`config.mk`:
```
export PLATFORM = sky130hd
export DESIGN_NAME = main_control_8085_multi
export DESIGN_NICKNAME = d
export VERILOG_FILES = /design/src/rtl/ctrl_8085_multi_pkg.sv /design/src/rtl/opclass_8085_multi.sv /design/src/rtl/main_control_8085_multi.sv
export SDC_FILE = /design/constraint.sdc
export NUM_CORES = 1
export LEC_CHECK = 0
export ABC_CLOCK_PERIOD_IN_PS = 1660
export BUFFER_PORTS_ARGS = -buffer_cell sky130_fd_sc_hd__buf_4
export CORE_UTILIZATION = 39
export CTS_BUF_LIST = sky130_fd_sc_hd__clkbuf_16
export DETAILED_ROUTE_END_ITERATION = 8
export HOLD_SLACK_MARGIN = 0.1
export PLACE_DENSITY_LB_ADDON = 0.15
export SLEW_MARGIN = 5
export SYNTH_ARGS = -nofsm -noshare
export SYNTH_HDL_FRONTEND = slang
export SYNTH_SLANG_ARGS = --single-unit
```
`constraint.sdc`:
```
create_clock -name clk -period 1.66 [get_ports clk]
set_clock_uncertainty 0.1 [all_clocks]
set_input_delay 0.249 -clock clk [delete_from_list [all_inputs] [get_ports clk]]
set_output_delay 0.249 -clock clk [all_outputs]
set_load 0.03 [all_outputs]
```
`src/rtl/ctrl_8085_multi_pkg.sv`:
```
// Shared encodings for the 8085-style multi-cycle control FSM: states, opcode
// classes, opcode values and datapath mux-select codes.
package ctrl_8085_multi_pkg;

  typedef enum logic [3:0] {
    S_IDLE     = 4'd0,
    S_FETCH    = 4'd1,
    S_DECODE   = 4'd2,
    S_EXEC_R   = 4'd3,
    S_EXEC_I   = 4'd4,
    S_MEM_ADDR = 4'd5,
    S_MEM_RD   = 4'd6,
    S_MEM_WR   = 4'd7,
    S_WB_ALU   = 4'd8,
    S_WB_MEM   = 4'd9,
    S_BRANCH   = 4'd10,
    S_HALT     = 4'd11
`ifdef ILLEGAL_TRAP_EN
    ,
    S_TRAP     = 4'd12
`endif
  } state_t;

  typedef enum logic [3:0] {
    CLS_R   = 4'd0,
    CLS_RL  = 4'd1,
    CLS_I   = 4'd2,
    CLS_CMP = 4'd3,
    CLS_LD  = 4'd4,
    CLS_ST  = 4'd5,
    CLS_JMP = 4'd6,
    CLS_JZ  = 4'd7,
    CLS_HLT = 4'd8,
    CLS_ILL = 4'd15
  } opclass_t;

  localparam logic [4:0] OP_R_LAST   = 5'h03;
  localparam logic [4:0] OP_RL       = 5'h04;
  localparam logic [4:0] OP_I_FIRST  = 5'h05;
  localparam logic [4:0] OP_I_LAST   = 5'h0B;
  localparam logic [4:0] OP_CMP      = 5'h0C;
  localparam logic [4:0] OP_LD       = 5'h0F;
  localparam logic [4:0] OP_ST       = 5'h10;
  localparam logic [4:0] OP_JMP      = 5'h11;
  localparam logic [4:0] OP_JZ       = 5'h12;
  localparam logic [4:0] OP_HLT      = 5'h1F;
  localparam logic [4:0] FN_RL_FIRST = 5'h0A;
  localparam logic [4:0] FN_RL_LAST  = 5'h0C;

  localparam logic [1:0] SRCB_REG     = 2'b00;
  localparam logic [1:0] SRCB_ONE     = 2'b01;
  localparam logic [1:0] SRCB_IMM     = 2'b10;
  localparam logic [1:0] PCSRC_ALU    = 2'b00;
  localparam logic [1:0] PCSRC_ALUOUT = 2'b01;

endpackage

```
`src/rtl/opclass_8085_multi.sv`:
```
// Combinational opcode/funct classifier: maps the instruction fields to a
// class code used by the control FSM, plus a convenience illegal flag.
module opclass_8085_multi
  import ctrl_8085_multi_pkg::*;
#(
  parameter int OPW = 5,
  parameter int FNW = 5
) (
  input  logic [OPW-1:0] opcode_i,
  input  logic [FNW-1:0] funct_i,
  output opclass_t       opclass_o,
  output logic           is_illegal_o
);

  // NOTE: every output gets a default before the if-chain, so no path leaves
  // a variable unassigned and no latch is inferred.
  always_comb begin
    opclass_o = CLS_ILL;
    if (opcode_i <= OPW'(OP_R_LAST)) begin
      opclass_o = CLS_R;
    end else if (opcode_i == OPW'(OP_RL)) begin
      if (funct_i >= FNW'(FN_RL_FIRST) && funct_i <= FNW'(FN_RL_LAST)) begin
        opclass_o = CLS_RL;
      end
    end else if (opcode_i >= OPW'(OP_I_FIRST) && opcode_i <= OPW'(OP_I_LAST)) begin
      opclass_o = CLS_I;
    end else if (opcode_i == OPW'(OP_CMP)) begin
      opclass_o = CLS_CMP;
    end else if (opcode_i == OPW'(OP_LD)) begin
      opclass_o = CLS_LD;
    end else if (opcode_i == OPW'(OP_ST)) begin
      opclass_o = CLS_ST;
    end else if (opcode_i == OPW'(OP_JMP)) begin
      opclass_o = CLS_JMP;
    end else if (opcode_i == OPW'(OP_JZ)) begin
      opclass_o = CLS_JZ;
    end else if (opcode_i == OPW'(OP_HLT)) begin
      opclass_o = CLS_HLT;
    end
    is_illegal_o = (opclass_o == CLS_ILL);
  end

endmodule

```
`src/rtl/main_control_8085_multi.sv`:
```
// Moore main-control FSM for the 8085-style multi-cycle core.
// Define ILLEGAL_TRAP_EN to trap illegal opcodes; otherwise they execute as NOP.
module main_control_8085_multi
  import ctrl_8085_multi_pkg::*;
#(
  parameter int OPW = 5,
  parameter int FNW = 5
) (
  input  logic           clk,
  input  logic           rst_n,
  input  logic [OPW-1:0] opcode,
  input  logic [FNW-1:0] funct,
  input  logic           zero,
  output logic           pc_write,
  output logic           ir_write,
  output logic           mem_read,
  output logic           mem_write,
  output logic           iord,
  output logic           alu_src_a,
  output logic [1:0]     alu_src_b,
  output logic           ALUop,
  output logic           reg_write,
  output logic           mem_to_reg,
  output logic           flag_write,
  output logic [1:0]     pc_source,
  output logic           halted,
  output logic           illegal,
  output logic [3:0]     state
);

  state_t   state_q, state_d;
  opclass_t cls;
  logic     unused_is_illegal;

  opclass_8085_multi #(
    .OPW(OPW),
    .FNW(FNW)
  ) u_opclass (
    .opcode_i    (opcode),
    .funct_i     (funct),
    .opclass_o   (cls),
    .is_illegal_o(unused_is_illegal)
  );

  // NOTE: state registers use non-blocking assignment so every flop samples
  // the pre-edge values regardless of process ordering.
  always_ff @(posedge clk or negedge rst_n) begin
    if (!rst_n) state_q <= S_IDLE;
    else        state_q <= state_d;
  end

  always_comb begin
    state_d    = state_q;
    pc_write   = 1'b0;
    ir_write   = 1'b0;
    mem_read   = 1'b0;
    mem_write  = 1'b0;
    iord       = 1'b0;
    alu_src_a  = 1'b0;
    alu_src_b  = SRCB_REG;
    ALUop      = 1'b0;
    reg_write  = 1'b0;
    mem_to_reg = 1'b0;
    flag_write = 1'b0;
    pc_source  = PCSRC_ALU;
    halted     = 1'b0;
    case (state_q)
      S_IDLE: state_d = S_FETCH;
      S_FETCH: begin
        mem_read  = 1'b1;
        ir_write  = 1'b1;
        pc_write  = 1'b1;
        ALUop     = 1'b1;
        alu_src_b = SRCB_ONE;
        state_d   = S_DECODE;
      end
      S_DECODE: begin
        // Speculatively form the branch target into ALUOut.
        ALUop     = 1'b1;
        alu_src_b = SRCB_IMM;
        case (cls)
          CLS_R, CLS_RL:   state_d = S_EXEC_R;
          CLS_I, CLS_CMP:  state_d = S_EXEC_I;
          CLS_LD, CLS_ST:  state_d = S_MEM_ADDR;
          CLS_JMP, CLS_JZ: state_d = S_BRANCH;
          CLS_HLT:         state_d = S_HALT;
`ifdef ILLEGAL_TRAP_EN
          default:         state_d = S_TRAP;
`else
          default:         state_d = S_FETCH;
`endif
        endcase
      end
      S_EXEC_R: begin
        alu_src_a  = 1'b1;
        alu_src_b  = SRCB_REG;
        flag_write = 1'b1;
        state_d    = S_WB_ALU;
      end
      S_EXEC_I: begin
        alu_src_a  = 1'b1;
        alu_src_b  = SRCB_IMM;
        flag_write = 1'b1;
        state_d    = (cls == CLS_CMP) ? S_FETCH : S_WB_ALU;
      end
      S_MEM_ADDR: begin
        alu_src_a = 1'b1;
        alu_src_b = SRCB_IMM;
        ALUop     = 1'b1;
        state_d   = (cls == CLS_LD) ? S_MEM_RD : S_MEM_WR;
      end
      S_MEM_RD: begin
        mem_read = 1'b1;
        iord     = 1'b1;
        state_d  = S_WB_MEM;
      end
      S_MEM_WR: begin
        mem_write = 1'b1;
        iord      = 1'b1;
        state_d   = S_FETCH;
      end
      S_WB_ALU: begin
        reg_write = 1'b1;
        state_d   = S_FETCH;
      end
      S_WB_MEM: begin
        reg_write  = 1'b1;
        mem_to_reg = 1'b1;
        state_d    = S_FETCH;
      end
      S_BRANCH: begin
        pc_source = PCSRC_ALUOUT;
        pc_write  = (cls == CLS_JMP) | ((cls == CLS_JZ) & zero);
        state_d   = S_FETCH;
      end
      S_HALT: halted = 1'b1;
`ifdef ILLEGAL_TRAP_EN
      S_TRAP: halted = 1'b1;
`endif
      default: state_d = S_IDLE;
    endcase
  end

`ifdef ILLEGAL_TRAP_EN
  logic illegal_q;

  always_ff @(posedge clk or negedge rst_n) begin
    if (!rst_n)                  illegal_q <= 1'b0;
    else if (state_d == S_TRAP)  illegal_q <= 1'b1;
  end

  assign illegal = illegal_q;
`else
  assign illegal = 1'b0;
`endif

  assign state = state_q;

endmodule

```
# Word-level counts from Yosys, hierarchy flattened
# Memories as Yosys holds them, arrays and structs flattened.
# Index checks and enable logic that the tools add are counted.
totals:
  elab_cells: 68
  mem_bits_ro: 64
  mem_count: 1
  input_bits: 13
  regBits: 4
mem_list:
  columns: ["name", "depth", "word_bits", "rd", "rd_ports_with_merged_regs", "write_ports", "line", "text"]
  rows:
  - ["(name not given)", 16, 4, 1, 0, 0, "main_control_8085_multi.sv:81", "case (cls)"]
op_classes:
  mux: 26
  reduce_logical: 11
  n_eq_ne: 22
  n_lt_le_gt_ge: 5
  n_bitwise: 2
op_table:
  columns: ["cell", "n"]
  rows:
  - ["$mux 4", 10]
  - ["$pmux 4 s8", 1]
  - ["$eq 4x3->1 const B", 7]
  - ["$eq 5x5->1 const B", 4]
  - ["$eq 4x4->1 const B", 4]
  - ["$eq 4x2->1 const B", 3]
  - ["$mux 1", 12]
  - ["$eq 5x4->1 const B", 2]
  - ["$le 5x4->1 const B", 2]
  - ["$reduce_or 3->1", 3]
  - ["$reduce_or 2->1", 4]
  - ["$eq 5x3->1 const B", 1]
  - ["$ge 5x3->1 const B", 1]
  - ["$ge 5x4->1 const B", 1]
  - ["$le 5x2->1 const B", 1]
  - ["$reduce_or 5->1", 1]
  - ["$eq 4x1->1 const B", 1]
  - ["$logic_not 4->1", 1]
  - ["$pmux 2 s2", 1]
  - ["$mux 3", 1]
  - ["$logic_and 1x1->1", 2]
  - ["$pmux 1 s2", 1]
  - ["$and 1x1->1", 1]
  - ["$or 1x1->1", 1]

# Logic depth before layout (Yosys ltp)
# Gate-level depths: netlist (run 1).
logic_depth:
  ltp_word: 14
  ltp_mapped: 8
  mapped_depth_nobuf: 7

# By module
# A second synthesis (run 1) with hierarchy kept.
hier_totals:
  cells_unflattened: 95
  hier_area_um2: 651.9
modules_own_cells:
  columns: ["module", "seq_area_each_um2", "n_inst", "cells_per_inst", "area_per_inst_um2"]
  rows:
  - ["main_control_8085_multi", 100.1, 1, 61, 451.7]
  - ["opclass_8085_multi", 0.0, 1, 34, 200.2]

# Least setup slack after synthesis (run 1)
# No wires, ideal clock.
synth_path:
  path_type: "register -> output"
  startpoint: "register state_q[1] (netlist: state[1])"
  endpoint: "output port pc_write"
  path_buffers: 1
  path_slack_ns: -1.051
  arrival_ns: 2.362
  path_stages_with_launch: 6
  path_cell_list: "dfrtp_1 > clkbuf_1 > inv_1 > nor3_1 > o211ai_1 > o21bai_1"
synth_via:
  elab_chain_cells: 2
  word_cells_on_any_way: 3
  classes_between: "2 x eq/ne; 1 x mux"
synth_rtl:
  columns: ["item", "line", "text"]
  rows:
  - ["from (decl)", "main_control_8085_multi.sv:31", "state_t state_q, state_d;"]
  - ["from (signal assigned)", "main_control_8085_multi.sv:49", "else state_q <= state_d;"]
  - ["$eq 4x4->1 or $eq 4x1->1 (tied branches)", "main_control_8085_multi.sv:67", "case (state_q)"]
  - ["$pmux 1 s2 *", "main_control_8085_multi.sv:67", null]
  - ["to (decl)", "main_control_8085_multi.sv:14", "output logic pc_write,"]
# Mark *: on every way between the ends. The rest lies on a longest branch, timed or not.

# Worst setup path after layout (run 1)
layout_path:
  startpoint: "input port opcode[2]"
  endpoint: "output port pc_write"
layout_via:
  elab_chain_cells: 14
  word_cells_on_any_way: 25
  classes_between: "3 x order compare; 9 x eq/ne; 10 x mux; 2 x bitwise; 1 x reduce/logical"
layout_rtl:
  columns: ["item", "line", "text"]
  rows:
  - ["from (decl)", "main_control_8085_multi.sv:11", "input logic [OPW-1:0] opcode,"]
  - ["$eq 5x5->1", "opclass_8085_multi.sv:37", "end else if (opcode_i == OPW'(OP_HLT)) begin"]
  - ["$mux 3", "opclass_8085_multi.sv:37", null]
  - ["$mux 4", "opclass_8085_multi.sv:35", "end else if (opcode_i == OPW'(OP_JZ)) begin"]
  - ["$mux 4", "opclass_8085_multi.sv:33", "end else if (opcode_i == OPW'(OP_JMP)) begin"]
  - ["$mux 4", "opclass_8085_multi.sv:31", "end else if (opcode_i == OPW'(OP_ST)) begin"]
  - ["$mux 4", "opclass_8085_multi.sv:29", "end else if (opcode_i == OPW'(OP_LD)) begin"]
  - ["$mux 4", "opclass_8085_multi.sv:27", "end else if (opcode_i == OPW'(OP_CMP)) begin"]
  - ["$mux 4", "opclass_8085_multi.sv:25", "end else if (opcode_i >= OPW'(OP_I_FIRST) && opcode_i <= OPW'(OP_I_LAST)) begin"]
  - ["$mux 4", "opclass_8085_multi.sv:21", "end else if (opcode_i == OPW'(OP_RL)) begin"]
  - ["$mux 4 *", "opclass_8085_multi.sv:19", "if (opcode_i <= OPW'(OP_R_LAST)) begin"]
  - ["$eq 4x3->1", "main_control_8085_multi.sv:133", "pc_write = (cls == CLS_JMP) | ((cls == CLS_JZ) & zero);"]
  - ["$and 1x1->1", "main_control_8085_multi.sv:133", null]
  - ["$or 1x1->1 *", "main_control_8085_multi.sv:133", null]
  - ["$pmux 1 s2 *", "main_control_8085_multi.sv:67", null]
# Marks and branches as above.

==> out/metrics.yaml, run 1 <==
final_cells: 163
start_util: 0.4253
yosysMostFrequentCell: "nor2_1"
p_leak_nw: 0.5976
regToRegSetupSlack_ns: 0.12
maxClockFrequency_ghz: 0.5029
clkSinkCount: 4
path_max_fanout: 4
vias_per_cell: 6.221
cp_top_family: "simple AND/OR/NAND/NOR gates"
period_share: 1.198
arrival_ns: 1.64
synth_area_leader_cell: "dfrtp_1"
synthFlopType: "dfrtp_1"
via_count: 1014
critPathMaxStageDelay_ns: 0.52
critPathBufInv: 2
async_flop_share: 1.000
cts_inserted_buffers: 3
path_class: "in -> out"
rsz0062_at_grt: "true"
drt_iter0_drc: 56
diodes: 0
period_needed_ns: 1.988
max-cap-violations: 0
hold_class: "in -> async"
ys_seq_area_frac: 0.1544
clockBufferDepth: 2
multi_input_area_um2: 596.8
finalWorstSetupSlack_ns: -0.3283
track_usage: 0.2722
post-dp-hpwl_um: 1642
grt.overflow.total: 0
dp_cells: 148
antenna_found_initial: 0
finalWeightedCongestion: 0.7966
rows: 14
cts_tree: "yes"
synthDistinctLibCells: 40
fillCellCount: 79
synth_common_cells: "16 x nor2_1, 9 x nand2_1, 7 x a21oi_1, 5 x buf_4"
io_pins: 33
synth_edf_count: 0
wl_per_cell_um: 17.67
ff_latch_area_um2: 103.9
largest_reg_flops: 4
cp.required_ns: 1.31
violations: "negative setup slack"
area_growth_pct: 105.0
drv_slew: 0
die_h_um: 42.77
drive_above_1_share: 0.5986
path_clk_slew_ns: 0.03
avgSynthCellArea_um2: 6.751
htree_levels: 1
synth.area.top_cells: "dfrtp_1 15%, nor2_1 9.3%, buf_4 5.8%, a21oi_1 5.4%, nand2_1 5.2%"
end_kind: "output port"
status: "complete, but fails checks"
die-area_mm2: 0.001829
die_w_um: 42.77
slowest_stage: "or4b_4"
setup_viol: 5
grt_pass1_vias: 817
p_per_area_mw_per_mm2: 1794
core-area_mm2: 0.001524
yosysWarnings: 0
power_w: 0.002384
root_buffer: "clkbuf_16"
drc: 0
clock_latency_ns: 0.23
numPortBuffers: 30
path_cells: "buf_8 -> and3_4 -> a221o_1 -> or4b_4 -> o21bai_4 -> buf_6"
whs_ns: 0.2610
dr.pass1.iters: 4
drt_wl_total_um: 2880
grt_max_degree: 13
startpoint_type: "primary input"
ys_ff_latch: 4
ant_nets: 0
nNetsFinal: 162
ir_drop_mv: 1.327
grt_first_pass_wirelength_um: 3705
syn_area_um2: 648.1
synth_top_area_share: 0.1544
synthCells: 96
final_hold_viol_count: 0
==> logic make-up (layout without fill, tap and decap cells) <==
group | after synthesis | after routing | share of synthesized area
compound gates | 30 | 30 | 0.3301
fa+ha+maj | 1 | 1 | 0.01930
buf+inv | 16 | 66 | 0.1467
flops | 4 | 4 | 0.1544
mux | 2 | 2 | 0.03089
other cells | 1 | 2 | 0.005786
simple gates | 42 | 42 | 0.3128
==> cell type report <==
type | count | share of cell area
Tap cell | 16 | 0.01507
Sequential cell | 4 | 0.07815
Inverter | 4 | 0.02072
Clock inverter | 1 | 0.002825
Clock buffer | 3 | 0.05650
Multi-Input combinational cell | 77 | 0.4492
Timing Repair Buffer | 58 | 0.3776
==> metrics by stage <==
| stage | worst slack (ns) | utilization | TNS (ns) | instance area (um^2) |
|---|---|---|---|---|
| 4_1_cts | -0.3258 | 0.8103 | -0.5655 | 1235 |
| 3_3_place_gp | -0.3584 | 0.6880 | -1.101 | 1049 |
| 6_report | -0.3283 | 0.8719 | -0.4831 | 1329 |
| 5_1_grt | -0.3636 | 0.8719 | -0.8748 | 1329 |
| 3_5_place_dp | -0.3957 | 0.6880 | -1.200 | 1049 |
| 2_1_floorplan | -0.2950 | - | -0.6145 | 780.7 |
==> worst paths after layout <==
| check | from | endpoint | depth (start not counted) |
|---|---|---|---|
| hold / removal | rst_n | state[3] | 2 |
| setup / recovery | opcode[2] | pc_write | 6 |
| hold reg to reg | state[2] | state[2] | 3 |
| setup reg to reg | state[1] | state[3] | 5 |
| min in group clk | opcode[3] | state[3] | 4 |
| max in group asynchronous | rst_n | state[2] | 2 |
==> repair_timing <==
| action | 4_1_cts | 5_1_grt |
|---|---|---|
| hold endpoints to repair | 4 | 0 |
| cloned | 0 | 0 |
| setup buffers | 5 | 7 |
| gates resized for setup | 15 | 15 |
| pin swaps | 1 | 5 |
| hold buffers | 1 | 0 |
| setup endpoints to repair | 7 | 12 |
==> power by group <==
part	total (W)	switching [W]	leakage, nW	internal [W]
combinational	0.00176	0.000994	0.508	0.000769
sequential	0.000232	0.0000892	0.0468	0.000142
clock	0.000390	0.0000781	0.0423	0.000312
==> placed cells by master (no fill, tap or decap), types with 2 or more instances in the layout <==
| cell | Yosys | final |
|---|---|---|
| a21oi_1 | 7 | 4 |
| a21oi_2 | 0 | 2 |
| and2_1 | 2 | 2 |
| buf_4 | 5 | 43 |
| buf_6 | 2 | 11 |
| buf_8 | 0 | 3 |
| clkbuf_16 | 0 | 3 |
| conb_1 | 1 | 2 |
| dfrtp_2 | 0 | 3 |
| inv_1 | 4 | 3 |
| mux2i_1 | 2 | 2 |
| nand2_1 | 9 | 5 |
| nand2_2 | 0 | 2 |
| nand2_4 | 0 | 2 |
| nor2_1 | 16 | 11 |
| nor2_2 | 0 | 3 |
| nor2_4 | 0 | 2 |
| nor2b_1 | 3 | 3 |
| nor3_4 | 0 | 2 |
| o211ai_1 | 4 | 4 |
| o21a_1 | 3 | 3 |
| o21ai_2 | 1 | 2 |
| o221ai_1 | 2 | 2 |
==> metal layers <==
| layer | GRT usage | wire [um] |
|---|---|---|
| met4 | 0.1438 | 115 |
| met1 | 0.2943 | 1034 |
| met2 | 0.4939 | 1483 |
| met5 | 0 | 0 |
| met3 | 0.04681 | 247 |
No activity file was read; power rests on OpenSTA's default activity.
==> run 2, diff against run 1 <==
- BUFFER_PORTS_ARGS: -buffer_cell sky130_fd_sc_hd__buf_4 -> -buffer_cell sky130_fd_sc_hd__buf_2
- CELL_PAD_IN_SITES_DETAIL_PLACEMENT: not set -> 1
- CELL_PAD_IN_SITES_GLOBAL_PLACEMENT: not set -> 1
- CORE_UTILIZATION: 39 -> 26
- SETUP_SLACK_MARGIN: not set -> 0.4
==> run 2 against run 1 <==
  * The run now fails in clock tree synthesis
  * Synthesized area stayed put
  * Synthesized cell count stayed put
==> out/metrics.yaml, run 2 <==
error_line: "[ERROR DPL-0033] detailed placement checks failed during check placement."
synth_edf_count: 0  # unchanged
synth_top_area_share: 0.1544  # unchanged
clockBufferDepth: 2  # unchanged
ys_ff_latch: 4  # unchanged
syn_area_um2: 648.1  # unchanged
yosysMostFrequentCell: "nor2_1"
synth_common_cells: "16 x nor2_1, 9 x nand2_1, 7 x a21oi_1, 5 x buf_4"
synth.area.top_cells: "dfrtp_1 15%, nor2_1 9.3%, buf_4 5.8%, a21oi_1 5.4%, nand2_1 5.2%"
post-dp-hpwl_um: 1924  # +17%
io_pins: 33  # unchanged
die_w_um: 51.93  # +21%
post_cts_resized: 89  # +74
cts.hold.buffers_added: 1  # unchanged
avgSynthCellArea_um2: 6.751  # unchanged
post-place-ws_ns: -0.4257  # -0.02993 ns
synthCells: 96  # unchanged
synthDistinctLibCells: 40  # unchanged
ys_seq_area_frac: 0.1544  # unchanged
numPortBuffers: 30  # unchanged
htree_levels: 1  # unchanged
synth_area_leader_cell: "dfrtp_1"
finalWeightedCongestion: 0.7665  # -3.8%
lastStage: "clock tree synthesis"
synthFlopType: "dfrtp_1"
yosysWarnings: 0  # unchanged
clkSinkCount: 4  # unchanged
async_flop_share: 1.000  # unchanged
start_util: 0.2848  # -0.1405
cts_inserted_buffers: 3  # unchanged
rows: 17  # +3
root_buffer: "clkbuf_16"
die_h_um: 51.93  # +21%
cts_setup_buffers: 28  # +23
status: "stopped before the end"
## run 2: logic make-up after synthesis
group | after synthesis | synth area share
AO/OA/AOI/OAI | 30 | 0.3301
adder cells (fa/ha/maj) | 1 | 0.01930
buffers and inverters | 16 | 0.1467
flip-flops | 4 | 0.1544
multiplexers | 2 | 0.03089
other | 1 | 0.005786
AND/OR/NAND/NOR | 42 | 0.3128
## run 2: per-stage QoR
stage	cells	hold WS, ns	area, um^2	setup TNS (ns)
detailed placement	163	-0.04032	1064	-1.483
global placement	163	-0.04347	1064	-1.364
floorplan	97	-0.1466	855.8	-0.5265
==> run 3, diff against run 2 <==
- ABC_CLOCK_PERIOD_IN_PS: 1660 -> 2200
- CELL_PAD_IN_SITES_DETAIL_PLACEMENT: 1 -> not set
- CELL_PAD_IN_SITES_GLOBAL_PLACEMENT: 1 -> not set
- CORE_AREA: not set -> 2 2 63 65
- CORE_UTILIZATION: 26 -> not set
- CTS_BUF_LIST: sky130_fd_sc_hd__clkbuf_16 -> not set
- DIE_AREA: not set -> 0 0 65 67
- HOLD_SLACK_MARGIN: 0.1 -> not set
- SETUP_SLACK_MARGIN: 0.4 -> not set
- clock period: 1.66 -> 2.2 ns (I/O delays scaled with it)
==> run 3 against run 2 <==
  * The run now ends clean
==> out/metrics.yaml, run 3 (synthesized netlist as in run 1, its figures left out) <==
period_needed_ns: 2.175
die-area_mm2: 0.004355
area_growth_pct: 50.77
path_max_fanout: 5
final_cell_mix: "29 x buf_2, 16 x nor2_1, 12 x buf_4"
reg2reg_to: "state[3]"
p_leak_nw: 0.4545
track_usage: 0.09975
rsz0062_at_grt: "false"
regToRegSetupSlack_ns: 0.82
drive_above_1_share: 0.3939
fin_area_um2: 977.2
drt_wl_total_um: 2090
die_w_um: 65  # +25%
period_share: 0.9885
cts_tree: "yes"
mostFrequentLayoutCell: "buf_2"
htree_levels: 1  # unchanged
clkSinkCount: 4  # unchanged
end_kind: "output port"
path_class: "in -> out"
ant_nets: 0
dr.pass1.iters: 4
cts_inserted_buffers: 3  # unchanged
rows: 22  # +5
rr_startpoint: "state[1]"
grt_pass1_vias: 768
grt_first_pass_wirelength_um: 3436
path_clk_slew_ns: 0.03
p_per_area_mw_per_mm2: 1223
wl_per_cell_um: 11.61
clock_latency_ns: 0.22
start_util: 0.1797  # -0.1050
cp.required_ns: 1.77
status: "complete, no violations"
startpoint_type: "primary input"
nNetsFinal: 147
clockBufferDepth: 2  # unchanged
power_w: 0.001195
ir_drop_mv: 0.2358
hold_class: "in -> async"
finalWeightedCongestion: 0.7786  # +1.6%
grt_max_degree: 13
grt.overflow.total: 0
cts_setup_buffers: 0  # -100%
via_count: 818
max-cap-violations: 0
finalWorstSetupSlack_ns: 0.02533
maxClockFrequency_ghz: 0.4598
dpl_cell_area_um2: 907.1  # -15%
post-dp-hpwl_um: 1729  # -10%
io_pins: 33  # unchanged
diodes: 0
postLayoutCoreUtil: 0.2710
numPortBuffers: 30  # unchanged
rr_worst_depth: 4
drv_slew: 0
arrival_ns: 1.74
antenna_found_initial: 0
die_h_um: 67  # +29%
largest_reg_flops: 4
drt_iter0_drc: 44
vias_per_cell: 4.544
worstSetupStartpoint: "opcode[2]"
core-area_mm2: 0.003606
root_buffer: "clkbuf_8"
final_hold_viol_count: 0
drc: 0
post-place-ws_ns: -0.1033  # +0.3224 ns
setup_viol: 0
## run 3: cell type report
type	instances	area, um^2
clock buffers	4	45.04
fillers	406	2629
inverters	4	15.01
multi-input cells	77	499.2
flip-flops and latches	4	101.3
well taps	48	60.06
repair buffers	43	256.5
## run 3: per-layer routing
metal	track usage	vias to the layer above	wire [um]
met1	0.1271	373	954
met5	0	-	0
met3	0.006757	0	129
met2	0.1701	31	1005
met4	0.04787	0	0
li1	-	414	-
## run 3: power breakdown
group          internal (W)  total, W  switching (W)
Clock              0.000124  0.000166      0.0000417
Combinational      0.000298  0.000899       0.000602
Sequential         0.000104  0.000130      0.0000267
Total              0.000525   0.00120       0.000670
## run 3: worst max-delay path, stage by stage
cell and delay (ns):
buf_2 0.13, and3_4 0.18, a221o_1 0.31, or4b_4 0.52, o21bai_4 0.13, buf_6 0.14
## run 3: how the worst max path moves through the flow
stage	end	slack, ns	cells past startpoint
6_report	pc_write	0.03	6
2_1_floorplan	pc_write	0.01	6
3_3_place_gp	pc_write	-0.08	6
4_1_cts	pc_write	0.003	6
5_1_grt	pc_write	0.002	6
3_5_place_dp	pc_write	-0.10	6
## run 3: what timing repair did
action / 4_1_cts / 5_1_grt
endpoints found under the hold margin: 4 / 0
setup endpoints to repair: 1 / 1
gates resized for setup: 3 / 1
hold buffers: 1 / 0
## run 3: per-stage QoR
step / instances / hold WS, ns / TNS (ns)
6_report: 180 / 0.3604 / 0
5_1_grt: 180 / 0.3612 / 0
4_1_cts: 180 / 0.3553 / 0
3_5_place_dp: 175 / 0.03712 / -0.1033
3_3_place_gp: 175 / 0.03793 / -0.08433
2_1_floorplan: 97 / -0.06559 / 0
